**src/rtl/timer_pkg.sv**
```systemverilog
// timer_pkg: shared state encoding, BCD digit limits and load validation for the countdown timer.
package timer_pkg;

    typedef enum logic [1:0] {IDLE, RUN, DONE} timer_state_t;

    localparam logic [3:0] BCD_MAX_UNITS    = 4'd9;
    localparam logic [3:0] BCD_MAX_SEC_TENS = 4'd5;

    function automatic logic is_valid_bcd_time(input logic [15:0] t);
        return t[15:12] <= BCD_MAX_UNITS && t[11:8] <= BCD_MAX_UNITS &&
               t[7:4] <= BCD_MAX_SEC_TENS && t[3:0] <= BCD_MAX_UNITS;
    endfunction

endpackage

```
**src/rtl/bcd_digit_down.sv**
```systemverilog
// bcd_digit_down: one BCD digit of a ripple-borrow decrementer; wraps 0 to max on borrow.
module bcd_digit_down (
    input  logic [3:0] digit,
    input  logic [3:0] max,
    input  logic       borrow_in,
    output logic [3:0] next_digit,
    output logic       borrow_out
);

    assign next_digit = borrow_in ? ((digit == 4'd0) ? max : digit - 4'd1) : digit;
    assign borrow_out = borrow_in && digit == 4'd0;

endmodule

```
**src/rtl/bcd_countdown_timer.sv**
```systemverilog
// bcd_countdown_timer: mm:ss BCD countdown register with load validation, run/stop control and expiry flags.
module bcd_countdown_timer
    import timer_pkg::*;
#(
    parameter int TICKS_PER_SEC = 50_000_000
) (
    input  logic        clk,
    input  logic        rst_n,
    input  logic        load_valid,
    input  logic [15:0] load_time,
    input  logic        start,
    input  logic        stop,
    output logic [15:0] time_bcd,
    output logic        running,
    output logic        expired,
    output logic        expire_pulse,
    output logic        load_err
);

    localparam int PW = $clog2(TICKS_PER_SEC);
    localparam logic [PW-1:0] LAST = PW'(TICKS_PER_SEC - 1);

    timer_state_t  state_q, state_d;
    logic [15:0]   time_q, time_d, dec;
    logic [PW-1:0] presc_q, presc_d;
    logic          pulse_q, pulse_d, err_q, err_d;
    logic [4:0]    borrow;
    logic          tick;

    assign tick      = state_q == RUN && presc_q == LAST;
    assign borrow[0] = tick;

    for (genvar i = 0; i < 4; i++) begin : g_dig
        bcd_digit_down u_digit (
            .digit      (time_q[4*i +: 4]),
            .max        (i == 1 ? BCD_MAX_SEC_TENS : BCD_MAX_UNITS),
            .borrow_in  (borrow[i]),
            .next_digit (dec[4*i +: 4]),
            .borrow_out (borrow[i+1])
        );
    end

    always_comb begin
        state_d = state_q;
        time_d  = time_q;
        presc_d = (state_q == RUN) ? (tick ? '0 : presc_q + 1'b1) : presc_q;
        pulse_d = 1'b0;
        err_d   = 1'b0;
        if (load_valid) begin
            if (is_valid_bcd_time(load_time)) begin
                time_d  = load_time;
                presc_d = '0;
                if (state_q == DONE || (state_q == RUN && load_time == 16'h0000))
                    state_d = IDLE;
            end else begin
                err_d = 1'b1;
            end
        end else if (stop && state_q != DONE) begin
            state_d = IDLE;
            presc_d = '0;
        end else if (start && state_q == IDLE && time_q != 16'h0000) begin
            state_d = RUN;
            presc_d = '0;
        end else if (tick && !borrow[4]) begin
            // a borrow out of the top digit would mean wrapping past 00:00
            time_d = dec;
            if (dec == 16'h0000) begin
                state_d = DONE;
                pulse_d = 1'b1;
            end
        end
    end

    always_ff @(posedge clk) begin
        if (!rst_n) begin
            state_q <= IDLE;
            time_q  <= 16'h0000;
            presc_q <= '0;
            pulse_q <= 1'b0;
            err_q   <= 1'b0;
        end else begin
            state_q <= state_d;
            time_q  <= time_d;
            presc_q <= presc_d;
            pulse_q <= pulse_d;
            err_q   <= err_d;
        end
    end

    assign time_bcd     = time_q;
    assign running      = state_q == RUN;
    assign expired      = state_q == DONE;
    assign expire_pulse = pulse_q;
    assign load_err     = err_q;

endmodule

```
**config.mk**
```make
export PLATFORM = sky130hd
export DESIGN_NAME = bcd_countdown_timer
export DESIGN_NICKNAME = d
export VERILOG_FILES = /design/src/rtl/timer_pkg.sv /design/src/rtl/bcd_digit_down.sv /design/src/rtl/bcd_countdown_timer.sv
export SDC_FILE = /design/constraint.sdc
export NUM_CORES = 1
export LEC_CHECK = 0
export CORE_ASPECT_RATIO = 0.5
export CORE_MARGIN = 4
export CORE_UTILIZATION = 53
export CTS_CLUSTER_SIZE = 10
export DETAILED_ROUTE_END_ITERATION = 10
export PLACE_DENSITY = 0.77
export SLEW_MARGIN = 20
export SYNTH_ARGS = -nofsm -noshare
export SYNTH_HDL_FRONTEND = slang
export SYNTH_HIERARCHICAL = 1
export SYNTH_SLANG_ARGS = --single-unit
```
**constraint.sdc**
```tcl
create_clock -name clk -period 3.6 [get_ports clk]
set_input_delay 0.54 -clock clk [delete_from_list [all_inputs] [get_ports clk]]
set_output_delay 0.54 -clock clk [all_outputs]
set_load 0.1 [all_outputs]
```
Yosys cells after proc, flatten, opt, wreduce, memory -nomap -nowiden --
Index checks and enable logic that the tools add are counted. Widths: inputs -> output; s select.
Word-level totals: flip-flop bits (word level) 46, bits in latches 0, bits in writable memories 0, ROM bits 0, bits of input ports 21, output and inout bits 20, word-level logic and storage cells 82, memories kept 0
Operators by class: $add $sub $neg 5, $mul 0, divide/modulo/power cells 0, magnitude comparators 4, equality and inequality tests 8, shifts and indexed selects 0, mux-type cells 28, bitwise logic cells 2, reductions and logical operators 30
Operators with widths (count):
- $mux 26 | 6
- $mux 16 | 5
- $logic_not 16->1 | 2
- $mux 4 | 8
- $add 26x1->26 const B | 1
- $eq 26x26->1 const B | 1
- $logic_not 4->1 | 4
- $reduce_bool 16->1 | 1
- $sub 4x1->4 const B | 4
- $mux 2 | 7
- $logic_and 1x1->1 | 13
- $le 4x4->1 const B | 3
- $reduce_and 4->1 | 2
- $reduce_bool 4->1 | 2
- $ne 2x2->1 const B | 3
- $reduce_or 5->1 | 1
- $le 4x3->1 const B | 1
- $ne 2x1->1 const B | 2
- $eq 2x1->1 const B | 1
- $eq 2x2->1 const B | 1
- $logic_not 2->1 | 1
- $mux 1 | 2
- $not 1->1 | 2
- $reduce_and 2->1 | 1
- other kinds (3) | 3

Depth between registers and ports, before layout --
Gate-level depths: netlist of run 1.
word-level depth 12, gate-level depth with buffers 19, depth with buffers taken out 15

Hierarchy --
Netlist of run 1, hierarchy kept.
By module, submodules not included:
- bcd_countdown_timer | times used 1, cells an instance 246, area each 2322.2 µm²
- bcd_digit_down | times used 4, cells an instance 23, area each 160.2 µm²

Worst setup path after synthesis of run 1 --
OpenSTA, ideal clock, no wires.
kind register to register, from reg time_q[0], in the netlist time_bcd[0], to reg time_q[6], in the netlist time_bcd[6], library setup time 0.122 ns, arrival 3.643 ns, required time 3.478 ns, path slack -0.165 ns, cell stages (with the launch flop) 15, path buffers 4, clock period less this slack 3.765 ns, cells stage by stage dfxtp_1 inv_1 ha_1 nor3b_4 and2_2 buf_6 and2_2 buf_6 and2_2 buf_6 and2_2 a211oi_1 nand4_4 buf_6 o221a_1
Between the ends: cells in the longest elaborated chain, start to end 9, elaborated cells between the ends (all ways) 17, classes of those cells eq/ne: 1; mux: 5; reduce/logical: 11
RTL lines:
- from (decl) | RTL line bcd_countdown_timer.sv:24 | logic [15:0] time_q, time_d, dec;
- from (signal assigned) | RTL line bcd_countdown_timer.sv:83 | time_q <= time_d;
- $logic_not 4->1 | RTL line bcd_digit_down.sv:11 | assign borrow_out = borrow_in && digit == 4'd0;
- $logic_and 1x1->1 | RTL line bcd_digit_down.sv:11
- named net borrow[1] | RTL line bcd_countdown_timer.sv:27 | logic [4:0] borrow;
- $logic_and 1x1->1 | RTL line bcd_digit_down.sv:11
- named net borrow[2] | RTL line bcd_countdown_timer.sv:27
- $logic_and 1x1->1 | RTL line bcd_digit_down.sv:11
- named net borrow[3] | RTL line bcd_countdown_timer.sv:27
- $logic_and 1x1->1 | RTL line bcd_digit_down.sv:11
- named net borrow[4] | RTL line bcd_countdown_timer.sv:27
- $logic_not 1->1 | RTL line bcd_countdown_timer.sv:64 | end else if (tick && !borrow[4]) begin
- $logic_and 1x1->1 | RTL line bcd_countdown_timer.sv:64
- $reduce_bool 2->1 (no source line)
- $reduce_and 4->1 (no source line)
The timed path passes the listed nets, and every way through them passes these cells. The select of a mux whose other input is x is not followed. A chain may end at the register's enable or synchronous reset.

Worst setup path after layout of run 1 --
from reg presc_q[0], to reg state_q[0]
Between the ends: elaborated cells between the ends (all ways) 16, classes of those cells eq/ne: 1; mux: 4; reduce/logical: 11
RTL lines:
- from (decl) | RTL line bcd_countdown_timer.sv:25 | logic [PW-1:0] presc_q, presc_d;
- from (signal assigned) | RTL line bcd_countdown_timer.sv:84 | presc_q <= presc_d;
- $eq 26x26->1 | RTL line bcd_countdown_timer.sv:30 | assign tick = state_q == RUN && presc_q == LAST;
- $logic_and 1x1->1 | RTL line bcd_countdown_timer.sv:30
- named net borrow[0] | RTL line bcd_countdown_timer.sv:27
- $logic_and 1x1->1 | RTL line bcd_digit_down.sv:11
- named net borrow[1] | RTL line bcd_countdown_timer.sv:27
- $logic_and 1x1->1 | RTL line bcd_digit_down.sv:11
- named net borrow[2] | RTL line bcd_countdown_timer.sv:27
- $logic_and 1x1->1 | RTL line bcd_digit_down.sv:11
- named net borrow[3] | RTL line bcd_countdown_timer.sv:27
- $mux 4 | RTL line bcd_digit_down.sv:10 | assign next_digit = borrow_in ? ((digit == 4'd0) ? max : digit - 4'd1) : digit;
- named net dec[14] | RTL line bcd_countdown_timer.sv:24
- $logic_not 16->1 | RTL line bcd_countdown_timer.sv:67 | if (dec == 16'h0000) begin
- $reduce_bool 4->1 (no source line)
- $reduce_and 4->1 (no source line)
- to (signal assigned) | RTL line bcd_countdown_timer.sv:82 | state_q <= state_d;
- to (decl) | RTL line bcd_countdown_timer.sv:23 | timer_state_t state_q, state_d;
The timed path passes the listed nets, and every way through them passes these cells.

==> results.rst, run 1 <==
.. list-table::
   :header-rows: 1

   * - Metric
     - Value
   * - Gp weighted congestion
     - approximately 0.88
   * - DRC errors left
     - 0
   * - Register area
     - ~920 sq um
   * - Post-placement cell area
     - 0.003408 sq mm
   * - Max Transition Viols Final
     - 0
   * - Reported max-cap violation count
     - 0
   * - FF+latch count, synth
     - between 40 and 50
   * - CTS Hold Buffers Added
     - 0
   * - Min-Delay Path Class
     - reg2reg
   * - Floorplan row count
     - 18
   * - Number of gates resized after CTS
     - 0
   * - Worst voltage drop across the vdd grid
     - 0.1608 mV
   * - Relative slew slack
     - 34.54%
   * - Max clock buf depth
     - 2
   * - Proportion of layout cells with a drive suffix above 1
     - 11.83%
   * - Synth top cells by count
     - 46 x sky130_fd_sc_hd__dfxtp_1, 36 x sky130_fd_sc_hd__nor2_1, 19 x sky130_fd_sc_hd__nand2_1, 16 x sky130_fd_sc_hd__xor2_1
   * - TritonRoute pass-1 iters
     - 4
   * - Power density over the cells
     - 301.6 mW/mm^2
   * - Maximum achievable frequency
     - approximately 310 MHz
   * - Arrival time reported for the critical path endpoint
     - 3.42 ns
   * - Critical Path Sink
     - state_q[0]
   * - Wire length of the first global-routing pass
     - 11790 um
   * - Worst path required time
     - 3.78 ns
   * - Number of nets still failing antenna checks after routing
     - 0
   * - Sum of negative setup slack
     - 0 ns
   * - Final net count
     - 414
   * - H-Tree Level Count
     - 2
   * - Clock Tree Root
     - sky130_fd_sc_hd__clkbuf_8
   * - Insertion delay to the later sink of the worst-skew pair
     - 0.31 ns
   * - Setup repair after global routing missed its margin
     - no
   * - Post-synthesis average cell area
     - 8.766 sq um
   * - Register clock-pin slew on the reported worst setup and hold paths
     - 0.09 ns
   * - Drt wl/cell
     - 15.12 um
   * - Count of buffering cells on the critical path with inverters included
     - 0
   * - Area added between synthesis and finish
     - 18.12%
   * - Largest net degree at the start of global routing
     - 25
   * - Layout Skew
     - roughly 0.0065 ns
   * - Post CTS Setup Buffer Count
     - 0
   * - Post-Syn Area
     - approximately 0.003 sq mm
   * - Delay of the slowest cell on the worst path
     - 0.38 ns
   * - Vertical die dimension
     - 60.87 um
   * - HPWL reported at the end of detailed placement
     - 5193 um
   * - Number of primary I/O pins
     - 41
   * - Async set-reset flop share out of synthesis
     - 0%
   * - Levels on crit path
     - 15
   * - Leftover overflow at the end of global routing
     - 0
   * - Setup Crit Path Kind
     - reg2reg
   * - Synth cell types
     - 58
   * - Worst-path maximum fanout
     - 10
   * - Number of buffers inserted by port buffering
     - 40
   * - Startpoint of the most critical register-to-register path
     - presc_q[0]
   * - Multi-input gate area
     - 0.001922 sq mm
   * - Initial core utilization
     - between 50% and 60%
   * - Post-synth top area cell
     - sky130_fd_sc_hd__dfxtp_1
   * - Via total after detailed routing
     - roughly 2700
   * - Number of synthesized flops with an enable pin
     - 0
   * - Part of the Yosys area used for sequential elements
     - between 30 and 40%
   * - Number of clock sinks
     - 46
   * - Static power due to leakage
     - about 1.3 nW
   * - Worst reg2reg endpoint
     - state_q[0]
   * - Final setup violation count
     - 0
   * - Core region area
     - 0.005157 sq mm
   * - Inserted Diodes
     - 0
   * - Worst Tran Pin Value
     - 0.9788 ns
   * - Hold Violations, Final
     - 0
   * - Result of the run
     - complete, no violations
   * - Layout Cell Area excl Fill
     - 0.003500 sq mm
   * - Worst-case reg-to-reg path depth
     - 15
   * - Cell family with most CP delay
     - simple AND/OR/NAND/NOR gates
   * - Primary flip-flop cell chosen by synthesis mapping
     - sky130_fd_sc_hd__dfxtp_1
   * - Kind of end point of the critical path
     - flip-flop
   * - Warnings, synthesis
     - 6
   * - Die Area
     - 0.006923 sq mm
   * - Proportion of netlist area held by the largest area contributor
     - 31.08%
   * - Final wirelength
     - 6939 um
   * - CTS tree
     - done
   * - Number of antenna violations at the first check in global routing
     - 0
   * - CTS Buf Count
     - 5
   * - List of cells traversed by the critical path
     - ha_1 > nand4b_1 > nor4b_1 > and4_2 > and2_2 > and2_2 > and2_4 > nand2_1 > nand2_1 > o21ai_0 > nor4_1 > nand4_1 > nor4_1 > nor2b_1 > o311ai_0
   * - Initial DRC Count
     - 200
   * - Fill cell count
     - 425
   * - Startpoint kind of the worst setup timing path
     - flip-flop
   * - GRT Util Overall
     - 21.29%
   * - Crit-path slowest cell
     - sky130_fd_sc_hd__dfxtp_1
   * - Reg2Reg Setup Slack
     - 0.36 ns
   * - Largest cells by area after synthesis
     - sky130_fd_sc_hd__dfxtp_1 31%, sky130_fd_sc_hd__xor2_1 4.7%, sky130_fd_sc_hd__nor2_1 4.6%
   * - Horizontal die dimension
     - 113.7 um
   * - Vias per Instance
     - just under 6
   * - Final worst path period need
     - 3.243 ns
   * - Number of global-route vias before repair
     - 2544
   * - Worst setup path startpoint
     - presc_q[0]
   * - Gate count after technology mapping
     - 338
   * - Final period util
     - 90.08%
   * - Most numerous cell in the Yosys netlist
     - sky130_fd_sc_hd__dfxtp_1
-- sequential cells by signal, summed over array words and instances, names as in the netlist --
register / count
presc_q: 26
time_bcd: 16
state_q: 2
expire_pulse: 1
load_err: 1
-- layer usage --
layer | vias to the layer above | track usage [%] | part of all wire, %
met2 | 89 | 35.15 | 45
met3 | 9 | 5.080 | 6.5
met4 | 0 | 5.822 | 1.0
li1 | 1326 | - | -
met1 | 1232 | 28.45 | 48
met5 | - | 0 | 0
-- worst min path at each step --
stage | start | to | cells after the start
detailed placement | presc_q[1] | presc_q[1] | 2
CTS | presc_q[1] | presc_q[1] | 2
global placement | presc_q[1] | presc_q[1] | 2
floorplan | presc_q[1] | presc_q[1] | 2
global route | presc_q[1] | presc_q[1] | 2
finish | presc_q[1] | presc_q[1] | 2
-- layout make-up --
cell class	count	area share, %
multi-input combinational	277	54.92
sequential	46	26.39
timing repair buffer	43	12.01
tap	70	2.503
clock buffer	5	1.966
inverter	15	1.609
clock inverter	3	0.6078
-- tightest hold or removal path: cells and delay by family (launching register included) --
family / cells / cell delay [ns]
flops: 1 / 0.34
simple gates: 1 / 0.06
compound gates: 1 / 0.06
-- where the power goes --
part	switching, mW	leakage (nW)	total [mW]	internal [mW]
Combinational	0.122	0.899	0.202	0.0793
Sequential	0.0142	0.373	0.530	0.516
Clock	0.187	0.0441	0.324	0.137
-- per-stage QoR --
stage / worst slack, ns / std cells / hold WS [ns] / util [%] / total power [mW]
2_1_floorplan: 0.1263 / 352 / 0.4488 / - / 0.6804
3_3_place_gp: 0.4107 / 451 / 0.4576 / 66.08 / 0.7385
3_5_place_dp: 0.2788 / 451 / 0.4822 / 66.08 / 0.7412
4_1_cts: 0.2574 / 459 / 0.4956 / 67.83 / 1.061
5_1_grt: 0.03212 / 459 / 0.5227 / 67.86 / 1.096
6_report: 0.3571 / 459 / 0.4988 / 67.86 / 1.056
-- placed cells by master, fill, tap and decap left out, drive strengths merged, types with 4 or more instances in the layout --
master / instances
xor2: 16
nand3: 13
o21ai: 9
o221ai: 4
nor4: 14
and2: 6
nand4: 15
a21oi: 11
ha: 5
buf: 4
clkdlybuf4s50: 39
xnor2: 8
nor2: 37
mux2i: 5
o211ai: 5
inv: 15
dfxtp: 46
or3b: 4
and3: 11
o221a: 15
conb: 16
clkbuf: 5
nor3: 15
and2b: 4
nor3b: 4
nand2: 20
o21a: 15
nand2b: 6
-- cells by family after synthesis --
| group | after synthesis | synth area share, % |
|---|---|---|
| adders and majority gates | 5 | 2.111 |
| DFF | 46 | 31.08 |
| xor gates and xnor gates | 24 | 7.095 |
| muxes | 5 | 1.689 |
| other | 2 | 0.2535 |
| and+or+nand+nor | 162 | 34.84 |
| AOI/OAI and AO/OA | 65 | 17.06 |
| buffers and inverters | 29 | 5.869 |
(Power assumes the default switching activity.)
==> run 2, diff against run 1 <==
--- a/config.mk
+++ b/config.mk
@@ -11,6 +11,7 @@
 export CTS_CLUSTER_SIZE = 10
 export DETAILED_ROUTE_END_ITERATION = 10
 export PLACE_DENSITY = 0.77
+export SETUP_SLACK_MARGIN = 0.05
 export SLEW_MARGIN = 20
 export SYNTH_ARGS = -nofsm -noshare
 export SYNTH_HDL_FRONTEND = slang
==> run 2 against run 1 <==
  * Sequential power about the same
  * Flip-flop and latch count did not move
  * Power rose by 0.21%
  * Global-route usage did not move
  * Clock power about the same
  * Register-to-register slack hardly changed
  * Via count is 0.87% higher
  * Sequential share of layout area about the same
==> results.rst, run 2 (synthesis results as in run 1) <==
.. list-table::
   :header-rows: 1

   * - Metric
     - Value
   * - Number of clock sinks
     - 46 (unchanged)
   * - Max clock buf depth
     - 2 (unchanged)
   * - Register clock-pin slew on the reported worst setup and hold paths
     - 0.09 ns (about the same)
   * - Gp weighted congestion
     - 0.8800 (unchanged)
   * - CTS Buf Count
     - 5 (unchanged)
   * - Worst voltage drop across the vdd grid
     - 0.1609 mV (about the same)
   * - Min-Delay Path Class
     - reg2reg
   * - Wire length of the first global-routing pass
     - 11790 um (unchanged)
   * - Count of buffering cells on the critical path with inverters included
     - 0 (unchanged)
   * - Share of power burned in combinational logic
     - 19.1% (about the same)
   * - Layout Cell Area excl Fill
     - 0.003506 sq mm (+0.18%)
   * - Hold Violations, Final
     - 0 (unchanged)
   * - DRC errors left
     - 0 (unchanged)
   * - Arrival time reported for the critical path endpoint
     - 3.42 ns (about the same)
   * - Post CTS Setup Buffer Count
     - 0 (unchanged)
   * - Worst Tran Pin Value
     - 0.9789 ns (+0.00007385 ns)
   * - Crit-path slowest cell
     - sky130_fd_sc_hd__dfxtp_1
   * - Result of the run
     - complete, no violations
   * - Delay of the slowest cell on the worst path
     - 0.38 ns (about the same)
   * - Number of nets still failing antenna checks after routing
     - 0 (unchanged)
   * - Kind of end point of the critical path
     - flip-flop
   * - HPWL reported at the end of detailed placement
     - 5193 um (unchanged)
   * - Final net count
     - 414 (unchanged)
   * - Horizontal die dimension
     - 113.7 um (unchanged)
   * - Util after Layout
     - 67.98% (+0.12 points)
   * - Core region area
     - 0.005157 sq mm (unchanged)
   * - Register with the most flip-flops
     - presc_q
   * - Most frequent standard cell in the layout excluding fill and tap cells
     - sky130_fd_sc_hd__dfxtp_1
   * - Relative slew slack
     - 34.54% (about the same)
   * - Number of gates resized after CTS
     - 0 (unchanged)
   * - Setup repair after global routing missed its margin
     - no
   * - Maximum achievable frequency
     - 309.0 MHz (+0.21%)
   * - Die Area
     - 0.006923 sq mm (unchanged)
   * - Power density over the cells
     - 301.7 mW/mm^2 (about the same)
   * - Area added between synthesis and finish
     - 18.33%
   * - Initial DRC Count
     - 241 (+21%)
   * - Uppermost metal layer occupied by signal nets
     - met4
   * - Final period util
     - 89.89% (-0.19 points)
   * - CTS Hold Buffers Added
     - 0 (unchanged)
   * - Number of buffers inserted by port buffering
     - 40 (unchanged)
   * - Vias per Instance
     - 5.837 (+0.87%)
   * - Floorplan row count
     - 18 (unchanged)
   * - Final setup violation count
     - 0 (unchanged)
   * - GRT Util Overall
     - 21.29% (unchanged)
   * - Detailed-routing wirelength on met1
     - 3302 um (-0.27%)
   * - Number of antenna violations at the first check in global routing
     - 0 (unchanged)
   * - TritonRoute pass-1 iters
     - 5 (+1)
   * - Final wirelength
     - 6948 um (+0.13%)
   * - Static power due to leakage
     - 1.317 nW (+0.13%)
   * - H-Tree Level Count
     - 2 (unchanged)
   * - Layout Skew
     - 0.005465 ns (-0.001066 ns)
   * - Inserted Diodes
     - 0 (unchanged)
   * - Flip-flop count of the largest register, all copies and words added
     - 26 (unchanged)
   * - Sum of negative setup slack
     - 0 ns (unchanged)
   * - Drt wl/cell
     - 15.14 um (+0.13%)
   * - CTS tree
     - done
   * - Cell internal pwr
     - 0.7322 mW (about the same)
   * - Insertion delay to the later sink of the worst-skew pair
     - 0.31 ns (about the same)
   * - Length of routed met3 wiring
     - 425 um (-5.6%)
   * - Final worst path period need
     - 3.236 ns (-0.006852 ns)
   * - Largest net degree at the start of global routing
     - 25 (unchanged)
   * - Initial core utilization
     - 57.45% (unchanged)
   * - Vertical die dimension
     - 60.87 um (unchanged)
   * - Clock Tree Root
     - sky130_fd_sc_hd__clkbuf_8
   * - Reported max-cap violation count
     - 0 (unchanged)
   * - Worst path required time
     - 3.78 ns (about the same)
   * - Worst-path maximum fanout
     - 10 (unchanged)
   * - Number of primary I/O pins
     - 41 (unchanged)
   * - Hold Slack
     - 0.4979 ns (-0.0009170 ns)
   * - Leftover overflow at the end of global routing
     - 0 (unchanged)
   * - Most frequent cells in the layout
     - 44 x sky130_fd_sc_hd__dfxtp_1, 39 x sky130_fd_sc_hd__clkdlybuf4s50_1, 36 x sky130_fd_sc_hd__nor2_1
   * - Max Transition Viols Final
     - 0 (unchanged)
   * - Proportion of layout cells with a drive suffix above 1
     - 12.08% (+0.26 points)
   * - Post-placement cell area
     - 0.003408 sq mm (unchanged)
   * - Met2 wire length
     - 3149 um (+1.4%)
   * - Switching power
     - 0.3256 mW (+0.67%)
   * - Setup Crit Path Kind
     - reg2reg
   * - Sequential fraction of design power
     - 50.1% (about the same)
   * - Number of global-route vias before repair
     - 2544 (unchanged)
   * - Via total after detailed routing
     - 2679 (+0.87%)
   * - Cell family with most CP delay
     - simple AND/OR/NAND/NOR gates
   * - Share of total power consumed by net switching
     - 30.78% (+0.14 points)
   * - Startpoint kind of the worst setup timing path
     - flip-flop
   * - List of cells traversed by the critical path
     - ha_1 > nand4b_1 > nor4b_2 > and4_2 > and2_2 > and2_2 > and2_4 > nand2_1 > nand2_1 > o21ai_0 > nor4_1 > nand4_1 > nor4_1 > nor2b_1 > o311ai_0
   * - Clk pwr share
     - 30.8% (about the same)
[run 2: path summary, 6_finish.rpt]
check,from,end,slack (ns),depth (start not counted)
max,presc_q[0],state_q[0],0.36,15
min,presc_q[1],presc_q[1],0.50,2
max reg2reg,presc_q[0],state_q[0],0.36,15
min reg2reg,presc_q[1],presc_q[1],0.50,2
[run 2: layout make-up]
class,count,area (sq um)
multi-input combinational,277,1928
tap,70,87.58
sequential,46,923.4
timing repair buffer,43,420.4
inverter,15,56.30
clock inverter,3,21.27
fill,426,1652
clock buffer,5,68.82
[run 2: worst min-delay path, cell delays in order, from the launching register on]
cell and delay (ns):
sky130_fd_sc_hd__dfxtp_1 0.34, sky130_fd_sc_hd__nand2_1 0.06, sky130_fd_sc_hd__a21oi_1 0.06
[run 2: per-stage QoR]
stage / std cells / power [mW] / setup slack [ns]
after floorplan: 352 / 0.6804 / 0.1263
after global placement: 451 / 0.7385 / 0.4107
after detailed placement: 451 / 0.7412 / 0.2788
after CTS: 459 / 1.061 / 0.2574
after global routing: 459 / 1.096 / 0.07636
final: 459 / 1.058 / 0.3640
[run 2: per-layer routing]
| layer | GRT usage, % | vias up |
|---|---|---|
| met5 | 0 | - |
| met4 | 5.822 | 0 |
| met3 | 5.080 | 9 |
| met2 | 35.15 | 83 |
| met1 | 28.45 | 1262 |
| li1 | - | 1325 |
[run 2: power by group through the flow]
stage                     combinational (mW)  sequential (mW)  clock, mW
final                                  0.202            0.530      0.326
after detailed placement               0.199            0.542          0
after global placement                 0.197            0.541          0
after floorplan                       0.0965            0.584          0
after CTS                              0.200            0.530      0.331
after global routing                   0.216            0.532      0.348
==> run 3, diff against run 2 <==
--- a/config.mk
+++ b/config.mk
@@ -10,10 +10,9 @@
 export CORE_UTILIZATION = 53
 export CTS_CLUSTER_SIZE = 10
 export DETAILED_ROUTE_END_ITERATION = 10
-export PLACE_DENSITY = 0.77
+export PLACE_DENSITY = 0.78
 export SETUP_SLACK_MARGIN = 0.05
 export SLEW_MARGIN = 20
 export SYNTH_ARGS = -nofsm -noshare
 export SYNTH_HDL_FRONTEND = slang
-export SYNTH_HIERARCHICAL = 1
 export SYNTH_SLANG_ARGS = --single-unit
==> run 3 against run 2 <==
  * Final area decreased by 8.9%
  * Hold slack got worse by 0.0096 ns
  * Register-to-register slack better by 0.12 ns
  * Synthesized cell count is 1.8% lower
  * Sequential share of layout area increased by 2.5 points
  * Critical endpoint is now expire_pulse
==> results.rst, run 3 <==
.. list-table::
   :header-rows: 1

   * - Metric
     - Value
   * - Result of the run
     - complete, no violations
   * - GRT Util Overall
     - 24.11% (+2.8 points)
   * - Setup Crit Path Kind
     - reg2reg
   * - Number of nets still failing antenna checks after routing
     - 0 (unchanged)
   * - Post-Syn Area
     - 0.002661 sq mm (-10%)
   * - Area added between synthesis and finish
     - 20.03%
   * - Placed Cells
     - 427 (-5.3%)
   * - Power density over the cells
     - 307.0 mW/mm^2 (+1.7%)
   * - Reported max-cap violation count
     - 0 (unchanged)
   * - DRC errors left
     - 0 (unchanged)
   * - Maximum achievable frequency
     - 321.2 MHz (+3.9%)
   * - Global routing met2 resource utilization
     - 38.96% (+3.8 points)
   * - Relative slew slack
     - 33.64% (-0.89 points)
   * - Startpoint of the most critical register-to-register path
     - presc_q[6]
   * - Layout Skew
     - 0.008462 ns (+0.002997 ns)
   * - Power after layout
     - 0.9807 mW (-7.3%)
   * - Layout Cell Area excl Fill
     - 0.003194 sq mm (-8.9%)
   * - Via total after detailed routing
     - 2713 (+1.3%)
   * - H-Tree Level Count
     - 2 (unchanged)
   * - Part of the Yosys area used for sequential elements
     - 34.60% (+3.5 points)
   * - Final worst path period need
     - 3.114 ns (-0.1225 ns)
   * - Inserted Diodes
     - 0 (unchanged)
   * - Reg2Reg Setup Slack
     - 0.49 ns (+0.12 ns)
   * - Initial core utilization
     - 57.66% (+0.21 points)
   * - Hold Violations, Final
     - 0 (unchanged)
   * - Final period util
     - 86.49% (-3.4 points)
   * - Post-placement cell area
     - 0.003108 sq mm (-8.8%)
   * - Post CTS Setup Buffer Count
     - 0 (unchanged)
   * - Number of primary I/O pins
     - 41 (unchanged)
   * - Arrival time reported for the critical path endpoint
     - 3.32 ns (-0.10 ns)
   * - Warnings, synthesis
     - 0 (-6)
   * - Max clock buf depth
     - 2 (unchanged)
   * - Most frequent standard cell in the layout excluding fill and tap cells
     - sky130_fd_sc_hd__dfxtp_1
   * - Synth top cells by count
     - 46 x sky130_fd_sc_hd__dfxtp_1, 44 x sky130_fd_sc_hd__nor2_1, 30 x sky130_fd_sc_hd__nand2_1, 19 x sky130_fd_sc_hd__xor2_1
   * - Horizontal die dimension
     - 108.2 um (-4.9%)
   * - Kind of end point of the critical path
     - flip-flop
   * - CTS tree
     - done
   * - Gate count after technology mapping
     - 332 (-1.8%)
   * - Vertical die dimension
     - 58.11 um (-4.5%)
   * - Drt wl/cell
     - 16.57 um (+9.5%)
   * - Most frequent cells in the layout
     - 46 x sky130_fd_sc_hd__dfxtp_1, 44 x sky130_fd_sc_hd__nor2_1, 39 x sky130_fd_sc_hd__clkdlybuf4s50_1
   * - Worst-path maximum fanout
     - 10 (unchanged)
   * - Die Area
     - 0.006288 sq mm (-9.2%)
   * - Hold worst-path end
     - presc_q[1]
   * - Hold wc startpoint
     - presc_q[1]
   * - Insertion delay to the later sink of the worst-skew pair
     - 0.31 ns (about the same)
   * - Primary flip-flop cell chosen by synthesis mapping
     - sky130_fd_sc_hd__dfxtp_1
   * - Worst path required time
     - 3.81 ns (+0.03 ns)
   * - Number of gates resized after CTS
     - 0 (unchanged)
   * - Flip-flop count of the largest register, all copies and words added
     - 26 (unchanged)
   * - Vias per Instance
     - 6.237 (+6.9%)
   * - Number of global-route vias before repair
     - 2568 (+0.94%)
   * - Initial DRC Count
     - 157 (-35%)
   * - Post-synthesis average cell area
     - 8.016 sq um (-8.6%)
   * - FF+latch count, synth
     - 46 (unchanged)
   * - Final std cells w/o fill
     - 435 (-5.2%)
   * - Worst reg2reg endpoint
     - expire_pulse
   * - Largest net degree at the start of global routing
     - 28 (+12%)
   * - Static power due to leakage
     - 1.135 nW (-14%)
   * - Async set-reset flop share out of synthesis
     - 0% (unchanged)
   * - Net count after synthesis
     - 354
   * - CTS Buf Count
     - 5 (unchanged)
   * - Sum of negative setup slack
     - 0 ns (unchanged)
   * - Final setup violation count
     - 0 (unchanged)
   * - Leftover overflow at the end of global routing
     - 0 (unchanged)
   * - Global routing usage on met3
     - 6.563% (+1.5 points)
   * - Number of buffers inserted by port buffering
     - 40 (unchanged)
   * - Core region area
     - 0.004616 sq mm (-11%)
   * - Setup repair after global routing missed its margin
     - no
   * - Proportion of layout cells with a drive suffix above 1
     - 5.962% (-6.1 points)
   * - Synth cell types
     - 62 (+6.9%)
   * - Post-synth top area cell
     - sky130_fd_sc_hd__dfxtp_1
   * - Register clock-pin slew on the reported worst setup and hold paths
     - 0.09 ns (about the same)
   * - Most Crowded Layer GR
     - met2
   * - Number of synthesized flops with an enable pin
     - 0 (unchanged)
   * - Met1 Usage GRT
     - 31.23% (+2.8 points)
   * - HPWL reported at the end of detailed placement
     - 5299 um (+2.0%)
   * - Number of antenna violations at the first check in global routing
     - 0 (unchanged)
   * - Most numerous cell in the Yosys netlist
     - sky130_fd_sc_hd__dfxtp_1
   * - Wire length of the first global-routing pass
     - 12060 um (+2.3%)
   * - Largest cells by area after synthesis
     - sky130_fd_sc_hd__dfxtp_1 35%, sky130_fd_sc_hd__xor2_1 6.3%, sky130_fd_sc_hd__nor2_1 6.2%
   * - Worst voltage drop across the vdd grid
     - 0.1888 mV (+17%)
   * - Register with the most flip-flops
     - presc_q
   * - Final wirelength
     - 7210 um (+3.8%)
   * - Proportion of netlist area held by the largest area contributor
     - 34.60% (+3.5 points)
   * - Hold Path Depth
     - 2 (unchanged)
   * - Clock Tree Root
     - sky130_fd_sc_hd__clkbuf_8
   * - Startpoint kind of the worst setup timing path
     - flip-flop
   * - Number of clock sinks
     - 46 (unchanged)
   * - Worst-case reg-to-reg path depth
     - 6 (-9)
   * - Min-Delay Path Class
     - reg2reg
   * - Max Transition Viols Final
     - 0 (unchanged)
   * - Hold Slack
     - 0.4883 ns (-0.009590 ns)
   * - Worst Tran Pin Value
     - 0.9923 ns (+0.01335 ns)
   * - Gp weighted congestion
     - 0.9135 (+3.8%)
   * - TritonRoute pass-1 iters
     - 4 (-1)
   * - CTS Hold Buffers Added
     - 0 (unchanged)
   * - Final net count
     - 390 (-5.8%)
   * - Floorplan row count
     - 17 (-1)
==> run 3: cell count changes in the layout (fill, tap and decap cells not counted), sizes merged, moves of 6 or more <==
| cell | change |
|---|---|
| conb | -16 |
| o21a | -14 |
| o221a | -14 |
| nand2 | +10 |
| inv | -9 |
| nor2 | +7 |
| nor3 | -7 |
| o31ai | +7 |
| o21ai | +6 |
==> run 3: final cells by class <==
| class | instances | area, sq um |
|---|---|---|
| timing repair buffer | 45 | 435.4 |
| fill | 390 | 1421 |
| sequential | 46 | 920.9 |
| tap | 66 | 82.58 |
| clock inverter | 2 | 13.76 |
| clock buffer | 6 | 72.57 |
| inverter | 6 | 22.52 |
| multi-input combinational | 264 | 1647 |
==> run 3: report_power, final <==
group	leakage (nW)	internal [mW]	switching (mW)
Clock	0.0452	0.137	0.186
Combinational	0.718	0.0506	0.0882
Sequential	0.371	0.512	0.00601
Total	1.13	0.700	0.280
==> run 3: cell families (layout without fill, tap and decap cells) <==
| kind of cell | after synthesis | after routing | synth area share (%) |
|---|---|---|---|
| mux | 2 | 2 | 0.7992 |
| fa+ha+maj | 1 | 1 | 0.4701 |
| buf+inv | 22 | 59 | 3.526 |
| xor+xnor | 26 | 26 | 8.557 |
| flops | 46 | 46 | 34.60 |
| simple gates | 167 | 167 | 33.80 |
| compound gates | 68 | 68 | 18.24 |
==> run 3: worst max path at each step <==
stage	startpoint	to	slack (ns)	cells past startpoint
after global placement	presc_q[6]	expire_pulse	0.58	6
after global routing	presc_q[6]	presc_q[8]	0.31	5
final	presc_q[6]	expire_pulse	0.49	6
after detailed placement	presc_q[6]	expire_pulse	0.56	6
after CTS	presc_q[6]	expire_pulse	0.52	6
after floorplan	time_bcd[4]	expire_pulse	0.55	7
==> run 3: per-stage QoR <==
step	util, %	worst slack [ns]
after floorplan	-	0.5542
after CTS	69.21	0.5152
after detailed placement	67.34	0.5555
after global placement	67.34	0.5834
final	69.21	0.4865
after global routing	69.21	0.3143
==> run 3: metal layers <==
metal | up-vias | wire [um]
met5 | - | 0
met4 | 0 | 112
met3 | 18 | 563
met2 | 104 | 3295
met1 | 1299 | 3239
li1 | 1292 | -
==> run 3: critical path: stages, from the launching register on <==
cell and delay (ns):
sky130_fd_sc_hd__dfxtp_1 0.44, sky130_fd_sc_hd__or4b_1 0.49, sky130_fd_sc_hd__or4_1 0.76, sky130_fd_sc_hd__o31ai_1 0.37, sky130_fd_sc_hd__o31ai_1 0.16, sky130_fd_sc_hd__or4_4 0.54
sky130_fd_sc_hd__nor4_2 0.26
